--- src/rtl/bayes_pkg.sv ---
// bayes_pkg: shared sizes, likelihood-ROM map and FSM state type for the naive-Bayes inference path.
package bayes_pkg;
    localparam int N_CLASS    = 10;
    localparam int N_ATTR     = 784;
    localparam int DW         = 16;
    localparam int ACC_W      = 26;
    localparam int AW         = 14;
    localparam int PXC0_BASE  = 0;
    localparam int PXC1_BASE  = 7840;
    localparam int PRIOR_BASE = 15680;
    typedef enum logic [2:0] {S_IDLE, S_PRIOR, S_SCAN, S_DRAIN, S_CMP, S_DONE} state_t;
endpackage

--- src/rtl/bayes_argmax.sv ---
// bayes_argmax: registered best-score tracker; strict-greater compare so ties keep the earlier (lower) index.
module bayes_argmax #(
    parameter int ACC_W = bayes_pkg::ACC_W,
    parameter int IW    = 4
) (
    input  logic             clk,
    input  logic             rstn,
    input  logic             clr,
    input  logic             upd,
    input  logic [ACC_W-1:0] score,
    input  logic [IW-1:0]    idx,
    output logic [ACC_W-1:0] best,
    output logic [IW-1:0]    best_idx
);
    logic best_valid;

    always_ff @(posedge clk) begin
        if (!rstn) begin
            best_valid <= 1'b0;
            best       <= '0;
            best_idx   <= '0;
        end else if (clr) begin
            best_valid <= 1'b0;
        end else if (upd && (!best_valid || $signed(score) > $signed(best))) begin
            best_valid <= 1'b1;
            best       <= score;
            best_idx   <= idx;
        end
    end
endmodule

--- src/rtl/bayes_infer_ctrl.sv ---
// bayes_infer_ctrl: naive-Bayes MNIST inference sequencer, sole likelihood-ROM master during a run.
// Define BAYES_PRIOR_EN to read and accumulate a per-class log-prior (PRIOR state) before each scan.
module bayes_infer_ctrl #(
    parameter int N_CLASS = bayes_pkg::N_CLASS,
    parameter int N_ATTR  = bayes_pkg::N_ATTR,
    parameter int DW      = bayes_pkg::DW,
    parameter int ACC_W   = bayes_pkg::ACC_W,
    parameter int AW      = bayes_pkg::AW
) (
    input  logic              clk,
    input  logic              rstn,
    input  logic              start,
    input  logic [0:N_ATTR-1] test_vector,
    output logic              busy,
    output logic              done,
    output logic [3:0]        result_c,
    output logic [ACC_W-1:0]  best_score,
    output logic              rom_en,
    output logic [AW-1:0]     rom_addr,
    input  logic [DW-1:0]     rom_data
);
    import bayes_pkg::*;

    localparam int A_W = $clog2(N_ATTR);
`ifdef BAYES_PRIOR_EN
    localparam state_t S_FIRST = S_PRIOR;
`else
    localparam state_t S_FIRST = S_SCAN;
`endif

    state_t            state, state_nxt;
    logic [0:N_ATTR-1] vec;
    logic [A_W-1:0]    a;
    logic [3:0]        c;
    logic [ACC_W-1:0]  acc;
    logic              rd_vld;
    logic              accept;
    logic              cmp;

    assign accept = state == S_IDLE && start;
    assign cmp    = state == S_CMP;
    assign busy   = state != S_IDLE && state != S_DONE;
    assign done   = state == S_DONE;

    always_ff @(posedge clk) begin
        if (!rstn)
            state <= S_IDLE;
        else
            state <= state_nxt;
    end

    always_comb begin
        state_nxt = state;
        rom_en    = 1'b0;
        rom_addr  = '0;
        case (state)
            S_IDLE:  state_nxt = start ? S_FIRST : S_IDLE;
            S_PRIOR: begin
                rom_en    = 1'b1;
                rom_addr  = AW'(PRIOR_BASE) + AW'(c);
                state_nxt = S_SCAN;
            end
            S_SCAN: begin
                rom_en    = 1'b1;
                rom_addr  = (vec[a] ? AW'(PXC1_BASE) : AW'(PXC0_BASE)) + AW'(c) * AW'(N_ATTR) + AW'(a);
                state_nxt = (a == A_W'(N_ATTR - 1)) ? S_DRAIN : S_SCAN;
            end
            S_DRAIN: state_nxt = S_CMP;
            S_CMP:   state_nxt = (c == 4'(N_CLASS - 1)) ? S_DONE : S_FIRST;
            S_DONE:  state_nxt = S_IDLE;
            default: state_nxt = S_IDLE;
        endcase
    end

    // ROM data lags rom_en by one cycle; rd_vld is that delayed tag
    always_ff @(posedge clk) begin
        if (!rstn) begin
            vec    <= '0;
            a      <= '0;
            c      <= '0;
            acc    <= '0;
            rd_vld <= 1'b0;
        end else begin
            rd_vld <= rom_en;
            if (accept) begin
                vec <= test_vector;
                a   <= '0;
                c   <= '0;
                acc <= '0;
            end else if (cmp) begin
                a   <= '0;
                acc <= '0;
                if (c != 4'(N_CLASS - 1))
                    c <= c + 4'd1;
            end else begin
                if (state == S_SCAN)
                    a <= a + A_W'(1);
                if (rd_vld)
                    acc <= acc + {{(ACC_W - DW){rom_data[DW-1]}}, rom_data};
            end
        end
    end

    bayes_argmax #(.ACC_W(ACC_W), .IW(4)) u_argmax (
        .clk      (clk),
        .rstn     (rstn),
        .clr      (accept),
        .upd      (cmp),
        .score    (acc),
        .idx      (c),
        .best     (best_score),
        .best_idx (result_c)
    );
endmodule
--- config.mk ---
export PLATFORM = sky130hd
export DESIGN_NAME = bayes_infer_ctrl
export DESIGN_NICKNAME = d
export VERILOG_FILES = /design/src/rtl/bayes_pkg.sv /design/src/rtl/bayes_argmax.sv /design/src/rtl/bayes_infer_ctrl.sv
export SDC_FILE = /design/constraint.sdc
export NUM_CORES = 2
export LEC_CHECK = 0
export ABC_AREA = 1
export CAP_MARGIN = 0
export CORE_AREA = 3 3 328 330
export CTS_CLUSTER_SIZE = 40
export DETAILED_ROUTE_END_ITERATION = 12
export DIE_AREA = 0 0 331 333
export PLACE_DENSITY = 0.65
export SYNTH_ARGS = -nofsm -noshare
export SYNTH_HDL_FRONTEND = slang
export SYNTH_SLANG_ARGS = --single-unit
--- constraint.sdc ---
create_clock -name clk -period 5.65 [get_ports clk]
set_clock_uncertainty 0.15 [all_clocks]
set_input_delay 1.13 -clock clk [delete_from_list [all_inputs] [get_ports clk]]
set_output_delay 1.13 -clock clk [all_outputs]
set_load 0.01 [all_outputs]
# Word-level counts from Yosys, hierarchy flattened
# Index checks and enable logic that the tools add are counted.
# word_totals
output_inout_bits	47
input_bits	803
reg_bits	859
elab_cells	52
# op_classes
bitwise_logic	3
reduce_logical	12
add_sub_neg	6
order_cmp	2
mul	1
muxes	10
n_eq_ne	9
# ops
operator	count
$pmux 14 s2	1
$add 26x26->26	1
$gt 26x26->1	1
$pmux 3 s5	1
$add 13x14->14	1
$add 14x10->14	1
$mux 13	1
$add 11x5->12 const A	1
$ge 11x11->1 const B	1
$not 10->11	1
$add 10x1->10 const B	1
$bmux 1 s10	1
$eq 10x10->1 const B	1
$mul 4x6->10 const B	1
$eq 3x2->1 const B	2
$eq 3x3->1 const B	2
$add 4x1->4 const B	1
$eq 4x4->1 const B	1
$mux 1	4
$ne 4x4->1 const B	1
$reduce_and 2->1	2
$reduce_or 2->1	2
$eq 3x1->1 const B	1
$logic_and 1x1->1	3
9 further kinds	10

# Logic depth before layout (Yosys ltp)
# depth
word_depth	8
depth_mapped	35
depth_no_buf	32

# Modules after synthesis
# A second synthesis with hierarchy kept.
# unflattened
hier_cells	6071
hier_area_um2	41126.9
# modules_own_cells
mod	seq_area_each_um2	cells_each	instances	area_per_inst_um2
bayes_infer_ctrl	16575.9	5738	1	38942.3
bayes_argmax	620.6	333	1	2184.6

# Worst setup path before layout
# OpenSTA, ideal clock, no wires.
# synth_path
kind	reg-to-output
from	reg a[0]
to	out rom_addr[13]
required_time_ps	4370
slack_ps	664
path_buffers	4
path_stages_with_launch	32
arrival_time_ps	3706
path_cell_list	dfxtp_1 -> buf_6 -> inv_2 -> buf_6 -> buf_4 -> buf_2 -> o21ai_0 -> nand3_1 -> nand3_1 -> nand3_1 -> nand2_1 -> nand3_1 -> o21ai_1 -> nand3_1 -> nand2_1 -> nand2_1 -> fa_1 -> ha_1 -> inv_1 -> fa_1 -> inv_1 -> nand3_1 -> nand2_1 -> nand2_1 -> nand2_1 -> a21oi_1 -> nor2_1 -> o21ai_0 -> nand2_1 -> a21oi_1 -> o21ai_0 -> nand2_1
# synth_between
elab_chain_len	8
# synth_rtl
element	line	source
start, declared	bayes_infer_ctrl.sv:33	logic [A_W-1:0] a;
start signal, assigned	bayes_infer_ctrl.sv:97	a <= a + A_W'(1);
$not 10->11 (implied by the code)	bayes_infer_ctrl.sv:65	rom_addr = (vec[a] ? AW'(PXC1_BASE) : AW'(PXC0_BASE)) + AW'(c) * AW'(N_ATTR) + AW'(a);
$bmux 1 s10	bayes_infer_ctrl.sv:65	
$mux 1 (implied by the code) (2 in series)	bayes_infer_ctrl.sv:65	
$mux 13	bayes_infer_ctrl.sv:65	
$add 13x14->14	bayes_infer_ctrl.sv:65	
$add 14x10->14 (*)	bayes_infer_ctrl.sv:65	
$pmux 14 s2 (*)	bayes_infer_ctrl.sv:56	case (state)
end, declared	bayes_infer_ctrl.sv:19	output logic [AW-1:0] rom_addr,
# Mark *: on every way between the ends. The rest lies on a longest branch, timed or not. The select of a mux whose other input is x is not followed.

# Worst setup path in the final report
# layout_path
from	reg a[0]
to	out rom_addr[11]
# Same word-level chain as after synthesis.

==> flow_summary.ini <==
[worst_setup_path]
r2r_end = u_argmax.best[24]
crit_top_cell = sky130_fd_sc_hd__nand2_1
critPathKind = flop to output port
start_kind = flop
worstPathRequired_ps = 4370
reg2reg_slack_ps = 2300
crit_path_max_fanout = 8
slowest_stage = sky130_fd_sc_hd__fa_1
arrival_ps = 5120
r2r_start = acc[17]
critical_path.endpoint_type = output port
r2r.worst_path.cells = 11
crit_path_max_incr_delay_ps = 500

[synth]
synth.lib_cells_used.distinct = 37
synth_ff_type = sky130_fd_sc_hd__dfxtp_1
synth-edff-count = 0
postSynth.asyncResetShare_pct = 0
yosysSeqAreaShare_pct = 42.5
synthesis.area_um2 = 40500
synth-warning-count = 0
netlist_instances = 5874
syn_avg_cell_area_um2 = 6.89
synth_seq_cells = 859
synthesis.nets = 6758

[min_path]
worstHoldPathCells = 2
holdPathEnd = vec[108]
min-delay-path-class = flop to flop
hold_path_startpoint = vec[108]

[sta]
fin_ws_ps = -747
finalHoldViolCount = 0
pins_over_slew_limit = 0
grt_setup_unrepaired = true
timing.final.crit_period_ps = 6400
post-route-period-util_pct = 113
timing_worst_slew_pin_value_ps = 1050
timing.final.setup_violations = 8
fin_hold_ws_ps = 302
timing.max_slew.rel_slack_pct = 30.3
max_freq_mhz = 156

[clock_network]
cts-htree-levels = 3
cts_num_sinks = 859
clockRootBuffer = sky130_fd_sc_hd__clkbuf_16
cts_hold_repair.buffers = 0
cts_tree = built
ctsLongestPathBuffers = 3
path_clk_slew_ps = 60
clock_network_latency_to_the_later_pin_of_the_worst_skew_pair_ps = 680
number_of_clock_buffers_inserted_by_tritoncts = 92

[placement]
gp_congestion = 0.904
dp.final_hpwl_mm = 117
placement.setup.worst_slack_ps = -747
dpl.cell_count = 7935
numPortBuffers = 849

[die]
floorplan.core_area_um2 = 105000
die_width_um = 331
ios = 850
floorplan.die_area_um2 = 110000
dieHeight_um = 333
standard_cell_row_count = 119
initial_core_utilization_pct = 38.5

[final_layout]
post-route-util_pct = 53.8
num-nets-final = 7595
area_delta_synth_final_pct = 39.8
final_cell_mix = 1,327 x sky130_fd_sc_hd__nand2_1, 1,028 x sky130_fd_sc_hd__a21oi_1, 856 x sky130_fd_sc_hd__dfxtp_1
drive_gt1_share_pct = 9.18
layout.cells.non_filler = 8194
mostFrequentLayoutCell = sky130_fd_sc_hd__nand2_1

[global_route]
overflow_left_after_global_routing = 0
first_global_vias = 40800
grt_max_degree = 255
total_grt_usage_pct = 28.4
grt_antenna_before_repair = 26
global_route_wire_length_before_repair_mm = 242

[detailed_routing]
drtPass1Iterations = 5
drtAntennaViolNets = 0
number_of_drc_violations_after_detailed_routing_iteration_0 = 3469
vias = 42700
drt_via_density = 5.22
wl_mm = 167
wire_per_inst_um = 20.4
drc = 0

[power_and_ir_drop]
power.total_mw = 15.7
vdd_drop_max_mv = 0.229
powerDensity_nw_per_um2 = 277
cellLeakagePower_nw = 23.2

[run]
cap_violations = 0

[status]
failing_checks = setup timing
outcome = finished with violations
[final cells by class]
cell class | count | area, um^2
clock inverters | 32 | 337
fillers | 10200 | 48600
inverters | 699 | 2660
multi-input cells | 3873 | 19100
clock buffers | 136 | 2740
well taps | 1391 | 1740
flip-flops and latches | 859 | 17200
repair buffers | 1186 | 12700
diodes | 18 | 45.0
[worst max path at each step]
| stage | start | end | slack (ps) | cells after the start |
|---|---|---|---|---|
| after floorplan | a[0] | rom_addr[13] | 660 | 31 |
| after global placement | a[0] | rom_addr[13] | -730 | 34 |
| after detailed placement | a[0] | rom_addr[13] | -750 | 33 |
| after CTS | a[0] | rom_addr[13] | -730 | 33 |
| after global routing | a[0] | rom_addr[11] | -950 | 36 |
| final | a[0] | rom_addr[11] | -750 | 30 |
[cells in the mapped netlist (2+ instances only)]
cell                       instances  area, um^2
sky130_fd_sc_hd__xor2_1           13         114
sky130_fd_sc_hd__o211ai_1        114         856
sky130_fd_sc_hd__dfxtp_1         859       17200
sky130_fd_sc_hd__clkinv_1          5        18.8
sky130_fd_sc_hd__nand4_1           7        43.8
sky130_fd_sc_hd__nand3_1         359        1800
sky130_fd_sc_hd__inv_1           690        2590
sky130_fd_sc_hd__o21ai_0         723        3620
sky130_fd_sc_hd__xnor2_1           7        61.3
sky130_fd_sc_hd__a21o_1            4        30.0
sky130_fd_sc_hd__o21a_1            4        30.0
sky130_fd_sc_hd__o22ai_1           4        25.0
sky130_fd_sc_hd__nor2_1           99         372
sky130_fd_sc_hd__a31o_2            2        17.5
sky130_fd_sc_hd__a31oi_1           6        37.5
sky130_fd_sc_hd__o21bai_1          6        45.0
sky130_fd_sc_hd__ha_1             76         951
sky130_fd_sc_hd__buf_4             4        30.0
sky130_fd_sc_hd__buf_1            14        52.6
sky130_fd_sc_hd__fa_1              5         100
sky130_fd_sc_hd__nor4_1            3        18.8
sky130_fd_sc_hd__buf_2           129         646
sky130_fd_sc_hd__buf_6            22         248
sky130_fd_sc_hd__o21ai_1          12        60.1
sky130_fd_sc_hd__nor3_1           13        65.1
sky130_fd_sc_hd__nand2_1        1374        5160
sky130_fd_sc_hd__a21oi_1        1032        5160
sky130_fd_sc_hd__clkbuf_1        274        1030
sky130_fd_sc_hd__inv_2             4        15.0
sky130_fd_sc_hd__nor3_2            2        20.0
sky130_fd_sc_hd__a21boi_0          2        15.0
[kinds of logic (layout without fill, tap and decap cells)]
logic type	count (synthesis)	in the layout	synth area share [%]
AND/OR/NAND/NOR	1862	1862	18.6
other	0	18	0
flip-flops	859	859	42.5
buffers and inverters	1142	2053	11.4
XOR/XNOR	20	20	0.433
adder cells (fa/ha/maj)	81	81	2.60
AO/OA/AOI/OAI	1910	1910	24.5
[routing by layer]
layer	up-vias	global-route usage (%)	wire length, um
li1	20900	-	-
met1	19900	36.0	69100
met2	1590	47.1	78500
met3	333	4.96	11600
met4	18	13.0	7960
met5	-	0	127
[per-stage QoR]
stage,TNS [ps],area (um^2)
after floorplan,0,40500
after global placement,-3350,51500
after detailed placement,-3450,51500
after CTS,-3940,55900
after global routing,-5520,56500
final,-3870,56600
[critical path: cells and delay by family (launching register included)]
family | cells | cell delay, ps
flip-flops | 1 | 370
AO/OA/AOI/OAI | 3 | 330
buffers and inverters | 10 | 1240
AND/OR/NAND/NOR | 14 | 1480
adder cells (fa/ha/maj) | 3 | 1020
[power breakdown]
part / total (mW) / internal [mW] / switching (mW)
clock: 6.21 / 3.60 / 2.61
sequential: 6.66 / 6.50 / 0.163
combinational: 2.82 / 1.29 / 1.53
total: 15.7 / 11.4 / 4.31
[flip-flops by register name (all words and copies together) (netlist names)]
register,count
vec,784
acc,26
u_argmax.best,26
a,10
c,4
u_argmax.best_idx,4
state,3
rd_vld,1
u_argmax.best_valid,1
[timing repair]
action | CTS | global route
endpoints found under the setup margin | 9 | 9
pin swaps | 51 | 80
resized for setup | 160 | 87
setup buffers | 29 | 17
gates cloned | 20 | 13
No activity file was read; power rests on OpenSTA's default activity.
